**src/rtl/rf_pkg.sv**
```systemverilog
// Shared constants and state type for the register-file write scheduler.
package rf_pkg;

    localparam int NREG = 32;
    localparam int AW   = 5;
    localparam int DW   = 32;

    typedef enum logic {CLEAR, RUN} rf_sched_state_t;

endpackage

```
**src/rtl/rf_write_sched_rr_arb2.sv**
```systemverilog
// Two-way round-robin arbiter. The priority pointer lives in the parent; when
// both requesters are active, the one that was not granted last wins.
module rr_arb2 (
    input  logic [1:0] req,
    input  logic       last,
    output logic [1:0] gnt
);

    // Combinational grant: a lone requester always wins; on contention, rotate.
    always_comb begin
        gnt = '0;
        case (req)
            2'b01:   gnt = 2'b01;
            2'b10:   gnt = 2'b10;
            2'b11:   gnt = last ? 2'b01 : 2'b10;
            default: gnt = '0;
        endcase
    end

endmodule

```
**src/rtl/rf_write_sched.sv**
```systemverilog
// Write-port scheduler for the 3-port register file. After reset it clears
// registers 1..NREG-1, then shares the single write port between two
// valid/ready requesters with round-robin arbitration.
module rf_write_sched
    import rf_pkg::*;
#(
    parameter int NREG           = rf_pkg::NREG,
    parameter int AW             = rf_pkg::AW,
    parameter int DW             = rf_pkg::DW,
    parameter bit CLEAR_ON_RESET = 1'b1
) (
    input  logic          clk,
    input  logic          reset,
    input  logic          req0_valid,
    input  logic [AW-1:0] req0_addr,
    input  logic [DW-1:0] req0_data,
    output logic          req0_ready,
    input  logic          req1_valid,
    input  logic [AW-1:0] req1_addr,
    input  logic [DW-1:0] req1_data,
    output logic          req1_ready,
    output logic          we3,
    output logic [AW-1:0] wa3,
    output logic [DW-1:0] wd3,
    output logic          init_done
);

    rf_sched_state_t state;
    logic [AW-1:0]   cnt;
    logic            last;

    logic [1:0]      req;
    logic [1:0]      gnt;
    logic [1:0]      rdy;
    logic            runOk;
    logic [AW-1:0]   selAddr;
    logic [DW-1:0]   selData;

    assign req = {req1_valid, req0_valid};

    rr_arb2 uArb (
        .req  (req),
        .last (last),
        .gnt  (gnt)
    );

    // Grants are only exposed in RUN and never while reset is held.
    always_comb begin
        runOk   = (state == RUN) && !reset;
        rdy     = runOk ? gnt : '0;
        selAddr = rdy[1] ? req1_addr : req0_addr;
        selData = rdy[1] ? req1_data : req0_data;
    end

    assign req0_ready = rdy[0];
    assign req1_ready = rdy[1];

    // Clear sequencing, pointer update and registered write-port outputs.
    always_ff @(posedge clk) begin
        if (reset) begin
            state     <= CLEAR_ON_RESET ? CLEAR : RUN;
            cnt       <= AW'(1);
            last      <= 1'b1;
            we3       <= 1'b0;
            wa3       <= '0;
            wd3       <= '0;
            init_done <= !CLEAR_ON_RESET;
        end else begin
            case (state)
                CLEAR: begin
                    we3 <= 1'b1;
                    wa3 <= cnt;
                    wd3 <= '0;
                    cnt <= cnt + AW'(1);
                    if (cnt == AW'(NREG - 1)) begin
                        state     <= RUN;
                        init_done <= 1'b1;
                    end
                end
                RUN: begin
                    if (|rdy) begin
                        last <= rdy[1];
                        // Address 0 is acknowledged but dropped; wa3/wd3 hold.
                        if (selAddr != '0) begin
                            we3 <= 1'b1;
                            wa3 <= selAddr;
                            wd3 <= selData;
                        end else begin
                            we3 <= 1'b0;
                        end
                    end else begin
                        we3 <= 1'b0;
                    end
                end
                default: begin
                    state <= CLEAR;
                    we3   <= 1'b0;
                end
            endcase
        end
    end

endmodule

```
**config.mk**
```make
export PLATFORM = sky130hd
export DESIGN_NAME = rf_write_sched
export DESIGN_NICKNAME = d
export VERILOG_FILES = /design/src/rtl/rf_pkg.sv /design/src/rtl/rf_write_sched_rr_arb2.sv /design/src/rtl/rf_write_sched.sv
export SDC_FILE = /design/constraint.sdc
export NUM_CORES = 1
export LEC_CHECK = 0
export ABC_CLOCK_PERIOD_IN_PS = 5600
export CAP_MARGIN = 10
export CORE_AREA = 3 3 81 83
export CTS_CLUSTER_DIAMETER = 30
export CTS_CLUSTER_SIZE = 28
export DETAILED_ROUTE_END_ITERATION = 10
export DIE_AREA = 0 0 84 86
export PLACE_DENSITY = 0.86
export SKIP_LAST_GASP = 1
export SLEW_MARGIN = 5
export SYNTH_ARGS = -nofsm -noshare
export SYNTH_HDL_FRONTEND = slang
export SYNTH_SLANG_ARGS = --single-unit
```
**constraint.sdc**
```tcl
create_clock -name clk -period 5.6 [get_ports clk]
set_input_delay 1.12 -clock clk [delete_from_list [all_inputs] [get_ports clk]]
set_output_delay 1.12 -clock clk [all_outputs]
set_load 0.1 [all_outputs]
```
Word level (Yosys, flattened, before mapping)
Cells that the tools add are included.
- register bits: 46
- bits of input ports: 78
- output and inout bits: 41
- word-level logic and storage cells: 38
- add/subtract/negate cells: 1
- equal/unequal tests: 6
- muxes and demuxes: 16
- bitwise gates (word level): 1
- reductions and logical operators: 7
- operators by type and width (kind ; count):
    32-bit 2-to-1 mux ; 3
    32-bit one-hot mux with 2 select lines ; 1
    5-bit 2-to-1 mux ; 3
    5-bit one-hot mux with 2 select lines ; 1
    2-bit one-hot mux with 3 select lines ; 1
    2-bit AND reduction ; 3
    5-bit by 1-bit adder with 5-bit output (second input constant) ; 1
    5-bit equality test (second input constant) ; 1
    5-bit nonzero test ; 1
    2-bit equality test (second input constant) ; 2
    1-bit 2-to-1 mux ; 4
    2-bit 2-to-1 mux ; 2
    2-bit by 1-bit inequality test with 1-bit output (second input constant) ; 2
    2-bit by 1-bit equality test with 1-bit output (second input constant) ; 1
    1-bit one-hot mux with 2 select lines ; 1
    2-bit OR reduction ; 1
    1-bit logical AND ; 1
    1-bit logical NOT ; 1
    1-bit inverter ; 1

Depth between registers and ports, before layout
Gate-level depths: netlist of run 1.
- depth in word-level cells: 8
- mapped depth: 8
- mapped depth without buffers: 5

By module
Synthesis of run 1 repeated with hierarchy kept, for this count alone.
- cell total of the unflattened synthesis: 261
- area total of the unflattened synthesis: 2248.4 µm²
- by module, submodules not included (module ; times used ; cells an instance ; area each (µm²) ; sequential area each (µm²)):
    rf_write_sched ; 1 ; 258 ; 2229.6 ; 920.9
    rr_arb2 ; 1 ; 3 ; 18.8 ; 0.0

Worst setup path after synthesis of run 1
No wires, ideal clock.
- path kind: input-to-output
- from: input reset
- to: output req0_ready
- data arrival time: 3776 ps
- data required time: 4480 ps
- slack: 704 ps
- stages: 4
- path buffers: 3
- path through: clkbuf_1 -> clkbuf_1 -> buf_1 -> nor3_1
- longest elaborated chain between the ends: 3
- RTL lines (item ; RTL line ; text):
    start: declaration ; rf_write_sched.sv:13 ; input logic reset,
    1-bit logical NOT ; rf_write_sched.sv:49 ; runOk = (state == RUN) && !reset;
    1-bit logical AND ; rf_write_sched.sv:49 ;
    2-bit 2-to-1 mux ; rf_write_sched.sv:50 ; rdy = runOk ? gnt : '0;
    end: declaration ; rf_write_sched.sv:17 ; output logic req0_ready,
Every way passes these cells.

Worst setup path after layout of run 1
- from: input req1_valid
- to: output req0_ready
- longest elaborated chain between the ends: 3
- elaborated cells between the ends (all ways): 5
- classes of those cells: 3 x eq/ne; 2 x mux
- RTL lines (item ; RTL line ; text):
    start: declaration ; rf_write_sched.sv:18 ; input logic req1_valid,
    2-bit equality test / 2-bit by 1-bit equality test with 1-bit output (equally long branches) ; rf_write_sched_rr_arb2.sv:12 ; case (req)
    2-bit one-hot mux with 3 select lines * ; rf_write_sched_rr_arb2.sv:12 ;
    2-bit 2-to-1 mux * ; rf_write_sched.sv:50 ;
Every way passes the cells marked *; elsewhere a longest branch is shown, timed or not.

==> results of run 1 <==
-- per-layer routing --
metal	GRT usage	wire (um)	vias up
li1	-	-	1270
met1	0.2431	3102	1179
met2	0.3275	3423	89
met3	0.05476	514	6
met4	0.04094	56	0
met5	0	0	-
-- per-stage QoR --
step,cell area [um^2],hold WS (ns)
floorplan,2648,0.4937
global placement,3775,0.4534
detailed placement,3775,0.4610
CTS,3866,0.4822
global route,3886,0.5286
finish,3886,0.4754
-- layout by cell type (no fill, tap or decap), drive strengths merged, types with 2 or more instances in the layout --
| cell | instances |
|---|---|
| inv | 3 |
| and3 | 2 |
| dfxtp | 46 |
| nand3 | 33 |
| o21ai | 32 |
| nor2 | 16 |
| or4 | 2 |
| xor2 | 2 |
| ha | 2 |
| a21oi | 33 |
| nor3 | 5 |
| clkdlybuf4s50 | 116 |
| buf | 7 |
| mux2 | 36 |
| mux2i | 2 |
| clkbuf | 7 |
| o21bai | 2 |
| a2111oi | 3 |
| nand2 | 6 |
| nor2b | 39 |
-- power by group through the flow --
stage	Clock, mW	Combinational (mW)	Sequential [mW]
finish	0.207	0.110	0.336
global route	0.228	0.117	0.337
CTS	0.215	0.110	0.336
detailed placement	0	0.109	0.344
global placement	0	0.108	0.344
floorplan	0	0.0282	0.360
-- sequential cells by signal, indices dropped and copies added (netlist names) --
signal and count:
init_done 1, we3 1, wa3 5, last 1, state 1, wd3 32, cnt 5
-- area by class of cell --
cell class / instances / area [um^2]
timing repair buffer: 123 / 1224
tap: 75 / 93.84
inverter: 3 / 11.26
sequential: 46 / 920.9
clock buffer: 7 / 86.33
fill: 505 / 2034
multi-input combinational: 227 / 1545
clock inverter: 1 / 5.005
-- kinds of logic after synthesis --
kind of cell	Yosys count	share of synthesized area
XOR/XNOR	3	0.009926
multiplexers	38	0.1862
buffers and inverters	34	0.06852
adder cells (fa/ha/maj)	2	0.009450
AND/OR/NAND/NOR	109	0.2231
AO/OA/AOI/OAI	75	0.1550
flip-flops	46	0.3478
-- how the worst min path moves through the flow --
stage	to
final	init_done
after global routing	init_done
after CTS	init_done
after detailed placement	init_done
after global placement	init_done
after floorplan	cnt[4]
-- worst register-to-register path: stages (launching register included) --
cell	delay, ns
dfxtp_1	0.73
nand3b_1	0.18
buf_4	0.27
o2111ai_1	0.26
nand3_2	0.46
buf_12	0.36
mux2_4	0.32
==> qor.txt, run 1 <==
Status = complete, no violations
Routed WL = 7097 um
Final ANT Viol Nets = 0
CP most frequent cell = clkdlybuf4s50_1
Cell depth of the worst flop-to-flop path = 6
Commonest cells post-synth = dfxtp_1, nor2b_1, a21oi_1
CTS tree = done
Worst path max stage delay = 1.17 ns
Startpoint of the worst hold path = init_done
# H-tree levels = 2
Vias in the first global route = 2460
Sequential cell area fraction in the yosys report = 0.3478
Tmin final = 4.217 ns
Combinational power share = 0.168
CP cell instances = clkdlybuf4s50_1, nor2b_1, nor3_1, clkdlybuf4s50_1
Hold Crit Class = reg -> reg
#FFs+latches synth = 46
Worst Skew = 0.003633 ns
Async SR Flop Fraction = 0
Nets = 486
Hold-fix buffers, CTS = 0
Remaining Overflow, GRT = 0
Hold Crit Depth = 2
Pre-CTS setup slack = 1.336 ns
Tcrit/Tclk final = 0.7531
R2R Path End = wd3[23]
Cts repair resizes = 0
P_leak = 1.418 nW
Final core occ = 0.6564
PD cells = 168.0 mW/mm^2
Worst setup margin = 1.383 ns
P_sw = 0.1593 mW
Type of the worst setup path = in -> out
Post-synthesis cell count = 307
Post-route setup TNS = 0 ns
CP max FO = 5
Die width = 84 um
Fin cells = 482
CP required = 4.48 ns
Synthesized cell area = 0.002648 mm^2
Total CTS buffers = 5
Syn nets = 387
Sw frac = 0.2440
Endpoint class of the critical path = primary output
Sink Count = 46
Initial DRC count = 123
Post-CTS setup buffers = 0
Setup crit start kind = input pin
DP Wirelength = 4863 um
Diode count = 0
Mean Syn Cell Area = 8.624 um^2
Clock share of power = 0.317
Crit. Startpoint = req1_valid
Share of cells above drive strength 1 = 0.1253
Skew-Pair Late Insertion Delay = 0.29 ns
CP Data Arrival Time = 3.10 ns
Worst VDD drop = 0.0001127 V
Die area = 0.007224 mm^2
Top cell type's share of synthesized area = 0.3478
YS warnings = 0
Post-synthesis cell type count = 36
Initial antenna violation count = 0
Crit path to = req0_ready
Setup violations, final = 0
Die Y = 86 um
Area growth syn-to-layout = 46.79%
Port Buffers = 118
RR Startpoint = state
Top FF cell, synth = dfxtp_1
Drt drc = 0
Worst R2R Setup Slack = 2.92 ns
Slew HR = 0.2053
CTS root buf = clkbuf_8
Clock-pin transition on the worst setup and hold timing paths = 0.08 ns
Fmax = 237.1 MHz
Largest net degree at the start of global routing = 56
Pre-antenna DRT Iters = 5
Leading area contributor after synthesis = dfxtp_1
Total Routing Usage GR = 0.1921
First-pass GRT wire length = 11610 um
Power Internal = 0.4936 mW
Clock tree buffer depth = 2
Most common cell in the netlist = dfxtp_1
Portion of total power attributed to sequential cells = 0.515
Power Total = 0.6529 mW
Max Cap Viol = 0
Levels on crit path = 4
Via-to-Cell Ratio = 5.278
Initial Utilization = 0.4472
Worst Tran Pin Value = 1.191 ns
RSZ-0062 raised after global routing = no
Final Hold Vio Count = 0
Top Ports = 119
Top cells by area, synth = dfxtp_1, mux2_4, nor2b_1
Top cell family by delay on the critical path = buffers and inverters
Sum of buffers and inverters on the critical path = 2
Slowest stage cell, crit path = clkdlybuf4s50_1
Placed cells = 473
Via count = 2544
Max Slew Vio Count = 0
Drt wl/cell = 14.72 um
Rows = 28
Core Box Area = 0.005921 mm^2
Number of enable flip-flop cells after synthesis = 0
Routability-driven placement congestion ratio = 0.7815
Power figures use the tool's default switching activity.
==> run 2, diff against run 1 <==
Settings changed: ABC_CLOCK_PERIOD_IN_PS 5600 to 3500, CORE_AREA 3 3 81 83 to 3 3 88 90, DIE_AREA 0 0 84 86 to 0 0 91 93, PLACE_DENSITY 0.86 to 0.77.
Clock period 5.6 ns to 3.5 ns, I/O delays scaled along.
==> qor.txt, run 2 (synthesized netlist as in run 1, its figures left out) <==
CP Data Arrival Time = 2.87 ns (-0.23 ns)
WHS = 0.4917 ns (+0.01622 ns)
P_leak = 1.444 nW (+1.8%)
Hold Crit Class = reg -> reg
Share of cells above drive strength 1 = 0.1345 (+0.009167)
Top flop regs = wd3 x32, cnt x5, wa3 x5
RSZ-0062 raised after global routing = no
Setup crit start kind = input pin
Hold-fix buffers, CTS = 0 (unchanged)
Nets = 488 (+0.41%)
Slowest stage cell, crit path = or4_1
Max Slew Vio Count = 0 (unchanged)
Via-to-Cell Ratio = 5.004 (-5.2%)
CTS root buf = clkbuf_8
CTS tree = done
Final Hold Vio Count = 0 (unchanged)
Filler cell count = 705 (+40%)
DP Wirelength = 5252 um (+8.0%)
Worst Tran Pin Value = 1.010 ns (-0.1804 ns)
Cts repair resizes = 0 (unchanged)
Total Routing Usage GR = 0.1770 (-0.01515)
Worst path max stage delay = 0.57 ns (-0.60 ns)
Drt wl/cell = 14.94 um (+1.5%)
Endpoint class of the critical path = register
Pre-antenna DRT Iters = 4 (-1)
Remaining Overflow, GRT = 0 (unchanged)
CP cell instances = clkdlybuf4s50_1, or4_1, or4_1, nand3_2, buf_12, mux2_2
Via count = 2542 (-0.079%)
Slew HR = 0.3244 (+0.1190)
Vias in the first global route = 2529 (+2.8%)
Initial Utilization = 0.3710 (-0.07620)
Clock-pin transition on the worst setup and hold timing paths = 0.08 ns (about the same)
Die width = 91 um (+8.3%)
Routability-driven placement congestion ratio = 0.7650 (-2.1%)
Max FFs per register = 32 (unchanged)
Final ANT Viol Nets = 0 (unchanged)
Fmax = 371.5 MHz
Top Ports = 119 (unchanged)
GR Layer Usage met3 = 0.04988 (-0.004876)
CP required = 3.68 ns (-0.80 ns)
Tcrit/Tclk final = 0.7691
Power Total = 1.045 mW (+60%)
Worst Skew = 0.003108 ns (-0.0005252 ns)
Drt drc = 0 (unchanged)
Total CTS buffers = 5 (unchanged)
Grt met1 use = 0.2138 (-0.02926)
Sequential standard cell area = 920.9 um^2 (unchanged)
Die area = 0.008463 mm^2 (+17%)
Initial DRC count = 69 (-44%)
Setup violations, final = 0 (unchanged)
Port Buffers = 118 (unchanged)
Die Y = 93 um (+8.1%)
Met2 global-route usage = 0.3102 (-0.01731)
PD cells = 263.4 mW/mm^2 (+57%)
Initial antenna violation count = 0 (unchanged)
Type of the worst setup path = in -> reg
Leading cell type in the layout, fill and taps excluded = clkdlybuf4s50_1
Post-CTS setup buffers = 0 (unchanged)
Post-route setup TNS = 0 ns (unchanged)
Diode count = 0 (unchanged)
Clock tree buffer depth = 2 (unchanged)
Routed WL = 7590 um (+6.9%)
Core Box Area = 0.007137 mm^2 (+21%)
CP most frequent cell = or4_1
Max Cap Viol = 0 (unchanged)
Multi-input gate area = 0.001550 mm^2 (+0.32%)
Tmin final = 2.692 ns
Most frequent cells in the layout = clkdlybuf4s50_1, dfxtp_1, nor2b_1
Status = complete, no violations
First-pass GRT wire length = 12340 um (+6.3%)
Sink Count = 46 (unchanged)
Area growth syn-to-layout = 49.81%
Largest net degree at the start of global routing = 47 (-16%)
Skew-Pair Late Insertion Delay = 0.29 ns (about the same)
Largest Register = wd3
Rows = 31 (+11%)
# H-tree levels = 2 (unchanged)
Busiest grt layer = met2
Worst VDD drop = 0.0001276 V (+13%)
CP max FO = 38 (+33)
[run 2: changes by cell type in the layout (fill, tap and decap cells not counted), sizes merged]
cell,previous run,this run
buf,7,10
clkdlybuf4s50,116,115
[run 2: worst paths after layout]
kind,startpoint,endpoint,slack (ns),cells after the start
max,req1_addr[3],wd3[12],0.81,6
min,init_done,init_done,0.49,2
max reg2reg,state,wd3[12],1.24,5
min reg2reg,init_done,init_done,0.49,2
[run 2: layout make-up]
class / count / area share
Inverter: 3 / 0.002839
Tap cell: 99 / 0.03123
Multi-Input combinational cell: 227 / 0.3909
Timing Repair Buffer: 125 / 0.3199
Clock inverter: 1 / 0.001262
Clock buffer: 7 / 0.02177
Sequential cell: 46 / 0.2322
[run 2: report_power, final]
part           leakage (nW)  internal (mW)  total (mW)  switching [mW]
clock                0.0482          0.160       0.330           0.170
sequential            0.372          0.531       0.538         0.00685
combinational          1.02         0.0996       0.177          0.0774
[run 2: metal layers]
layer	routed length, um	vias to the layer above	share of wire
met1	3344	1182	0.44
met2	3709	76	0.49
met3	437	9	0.058
li1	-	1275	-
met5	0	-	0
met4	98	0	0.013
[run 2: metrics by stage]
step	setup slack [ns]	utilization	instances	area (um^2)
finish	0.8082	0.5558	508	3966
global route	0.7466	0.5558	508	3966
CTS	0.8190	0.5519	507	3939
detailed placement	0.5088	0.5391	499	3847
global placement	0.5644	0.5391	499	3847
floorplan	0.2890	-	307	2653
[run 2: worst max-delay path, delay by kind of cell]
kind / cells / cell delay [ns]
simple gates: 3 / 1.11
buf+inv: 2 / 0.67
mux: 1 / 0.37
==> run 3, diff against run 2 <==
Settings changed: ABC_CLOCK_PERIOD_IN_PS 3500 to 2700, CORE_AREA 3 3 88 90 to 3 3 84 86, DIE_AREA 0 0 91 93 to 0 0 87 89, PLACE_DENSITY 0.77 to 0.81.
Clock period 3.5 ns to 2.7 ns, I/O delays scaled along.
==> qor.txt, run 3 (synthesized netlist as in run 1, its figures left out) <==
Initial DRC count = 82 (+19%)
Via-to-Cell Ratio = 5.226 (+4.4%)
Max Cap Viol = 0 (unchanged)
# H-tree levels = 2 (unchanged)
R2R Path End = wd3[17]
Cell depth of the worst flop-to-flop path = 6 (+1)
Worst R2R Setup Slack = 0.82 ns (-0.42 ns)
Initial antenna violation count = 0 (unchanged)
Final ANT Viol Nets = 0 (unchanged)
Final Hold Vio Count = 0 (unchanged)
Max FFs per register = 32 (unchanged)
Slowest stage cell, crit path = or4_1
Core Box Area = 0.006350 mm^2 (-11%)
Sink Count = 46 (unchanged)
Nets = 493 (+1.0%)
Die area = 0.007743 mm^2 (-8.5%)
First-pass GRT wire length = 12140 um (-1.7%)
Worst Skew = 0.007644 ns (+0.004536 ns)
Post-CTS setup buffers = 0 (unchanged)
Status = complete, no violations
CTS tree = done
Tcrit/Tclk final = 0.9146
P_leak = 1.540 nW (+6.7%)
Clock-pin transition on the worst setup and hold timing paths = 0.08 ns (about the same)
Total CTS buffers = 5 (unchanged)
Skew-Pair Late Insertion Delay = 0.30 ns (about the same)
Type of the worst setup path = in -> reg
Endpoint class of the critical path = register
Hold Crit Class = reg -> reg
CTS root buf = clkbuf_8
Design area = 0.003892 mm^2 (-1.9%)
Top Ports = 119 (unchanged)
Initial Utilization = 0.4169 (+0.04598)
Most frequent cells in the layout = clkdlybuf4s50_1, buf_4, dfxtp_1
Leading cell type in the layout, fill and taps excluded = clkdlybuf4s50_1
Slew HR = 0.6854 (+0.3610)
Total Routing Usage GR = 0.1984 (+0.02144)
Tmin final = 2.470 ns
Worst VDD drop = 0.0002786 V (+120%)
Largest net degree at the start of global routing = 46 (-2.1%)
CP required = 2.89 ns (-0.79 ns)
Clock tree buffer depth = 2 (unchanged)
Largest Register = wd3
CP max FO = 17 (-55%)
Rows = 29 (-6.5%)
DP Wirelength = 5501 um (+4.7%)
Top flop regs = wd3 x32, cnt x5, wa3 x5
Die Y = 89 um (-4.3%)
Hold-fix buffers, CTS = 0 (unchanged)
Drt drc = 0 (unchanged)
Power Total = 1.360 mW (+30%)
Sum of buffers and inverters on the critical path = 2 (unchanged)
RR Startpoint = last
Fmax = 404.9 MHz
Vias in the first global route = 2530 (+0.040%)
Worst Tran Pin Value = 0.4600 ns (-0.5502 ns)
Routability-driven placement congestion ratio = 0.7523 (-1.7%)
Die width = 87 um (-4.4%)
Placed cells = 483 (-3.2%)
Share of cells above drive strength 1 = 0.2391 (+0.1047)
Levels on crit path = 6 (unchanged)
RSZ-0062 raised after global routing = no
Cts repair resizes = 0 (unchanged)
Via count = 2571 (+1.1%)
Pre-antenna DRT Iters = 4 (unchanged)
Remaining Overflow, GRT = 0 (unchanged)
Routed WL = 7636 um (+0.61%)
Max Slew Vio Count = 0 (unchanged)
Drt wl/cell = 15.52 um (+3.9%)
Worst path max stage delay = 0.56 ns (about the same)
Top cell family by delay on the critical path = simple AND/OR/NAND/NOR gates
Startpoint of the worst hold path = init_done
CP cell instances = clkdlybuf4s50_1, or4_1, or4_1, nand3_2, buf_12, mux2_2
CP Data Arrival Time = 2.66 ns (-0.21 ns)
PD cells = 349.3 mW/mm^2 (+33%)
Setup violations, final = 0 (unchanged)
Hold Crit Depth = 2 (unchanged)
Fin cells = 492 (-3.1%)
Port Buffers = 118 (unchanged)
Min-Delay Endpoint = init_done
CP most frequent cell = or4_1
Placed inst area = 0.003799 mm^2 (-1.3%)
Setup crit start kind = input pin
Area growth syn-to-layout = 47.02%
run 3: changes by cell type in the layout (fill, tap and decap cells not counted), sizes merged:
| cell | previous run | this run |
|---|---|---|
| buf | 10 | 54 |
| clkdlybuf4s50 | 115 | 76 |
| diode | 0 | 1 |
run 3: layout make-up:
type / instances / area [um^2]
multi-input cells: 227 / 1556
clock buffers: 7 / 86.33
repair buffers: 130 / 1214
well taps: 77 / 96.34
inverters: 3 / 11.26
fillers: 597 / 2457
diodes: 1 / 2.502
flip-flops and latches: 46 / 920.9
clock inverters: 1 / 5.005
run 3: how the worst max path moves through the flow:
| stage | to | startpoint | slack (ns) |
|---|---|---|---|
| 2_1_floorplan | req0_ready | reset | 0.21 |
| 3_3_place_gp | wd3[6] | req1_addr[3] | -0.04 |
| 3_5_place_dp | wd3[17] | req1_addr[3] | -0.08 |
| 4_1_cts | wd3[4] | req1_addr[3] | 0.24 |
| 5_1_grt | wd3[4] | req1_addr[3] | 0.17 |
| 6_report | wd3[17] | req1_addr[3] | 0.23 |
run 3: per-layer routing:
layer  GRT usage  wire length [um]  up-vias
met1      0.2369              3166     1207
li1            -                 -     1285
met4     0.04816                87        0
met3     0.03687               469        9
met2      0.3665              3913       70
met5           0                 0        -
run 3: per-stage QoR:
step                      TNS (ns)  setup WS, ns  hold WS [ns]    util
after floorplan                  0        0.2073        0.4937       -
after global placement     -0.2844      -0.03883        0.4833  0.5982
after detailed placement    -1.428      -0.07861        0.5164  0.5982
after CTS                        0        0.2367        0.5327  0.6126
after global routing             0        0.1741        0.5789  0.6126
final                            0        0.2305        0.5127  0.6130
run 3: worst register-to-register path, stage by stage (launching register included):
cell	delay [ns]
dfxtp_1	0.39
and2_1	0.16
buf_4	0.32
o2111ai_1	0.20
nand3_2	0.16
buf_12	0.19
mux2_2	0.35
run 3: report_power, final:
group	leakage, nW	total (mW)	internal, mW	switching (mW)
clock network	0.0482	0.433	0.207	0.226
logic	1.12	0.229	0.129	0.101
registers	0.372	0.698	0.689	0.00912
total	1.54	1.36	1.02	0.336
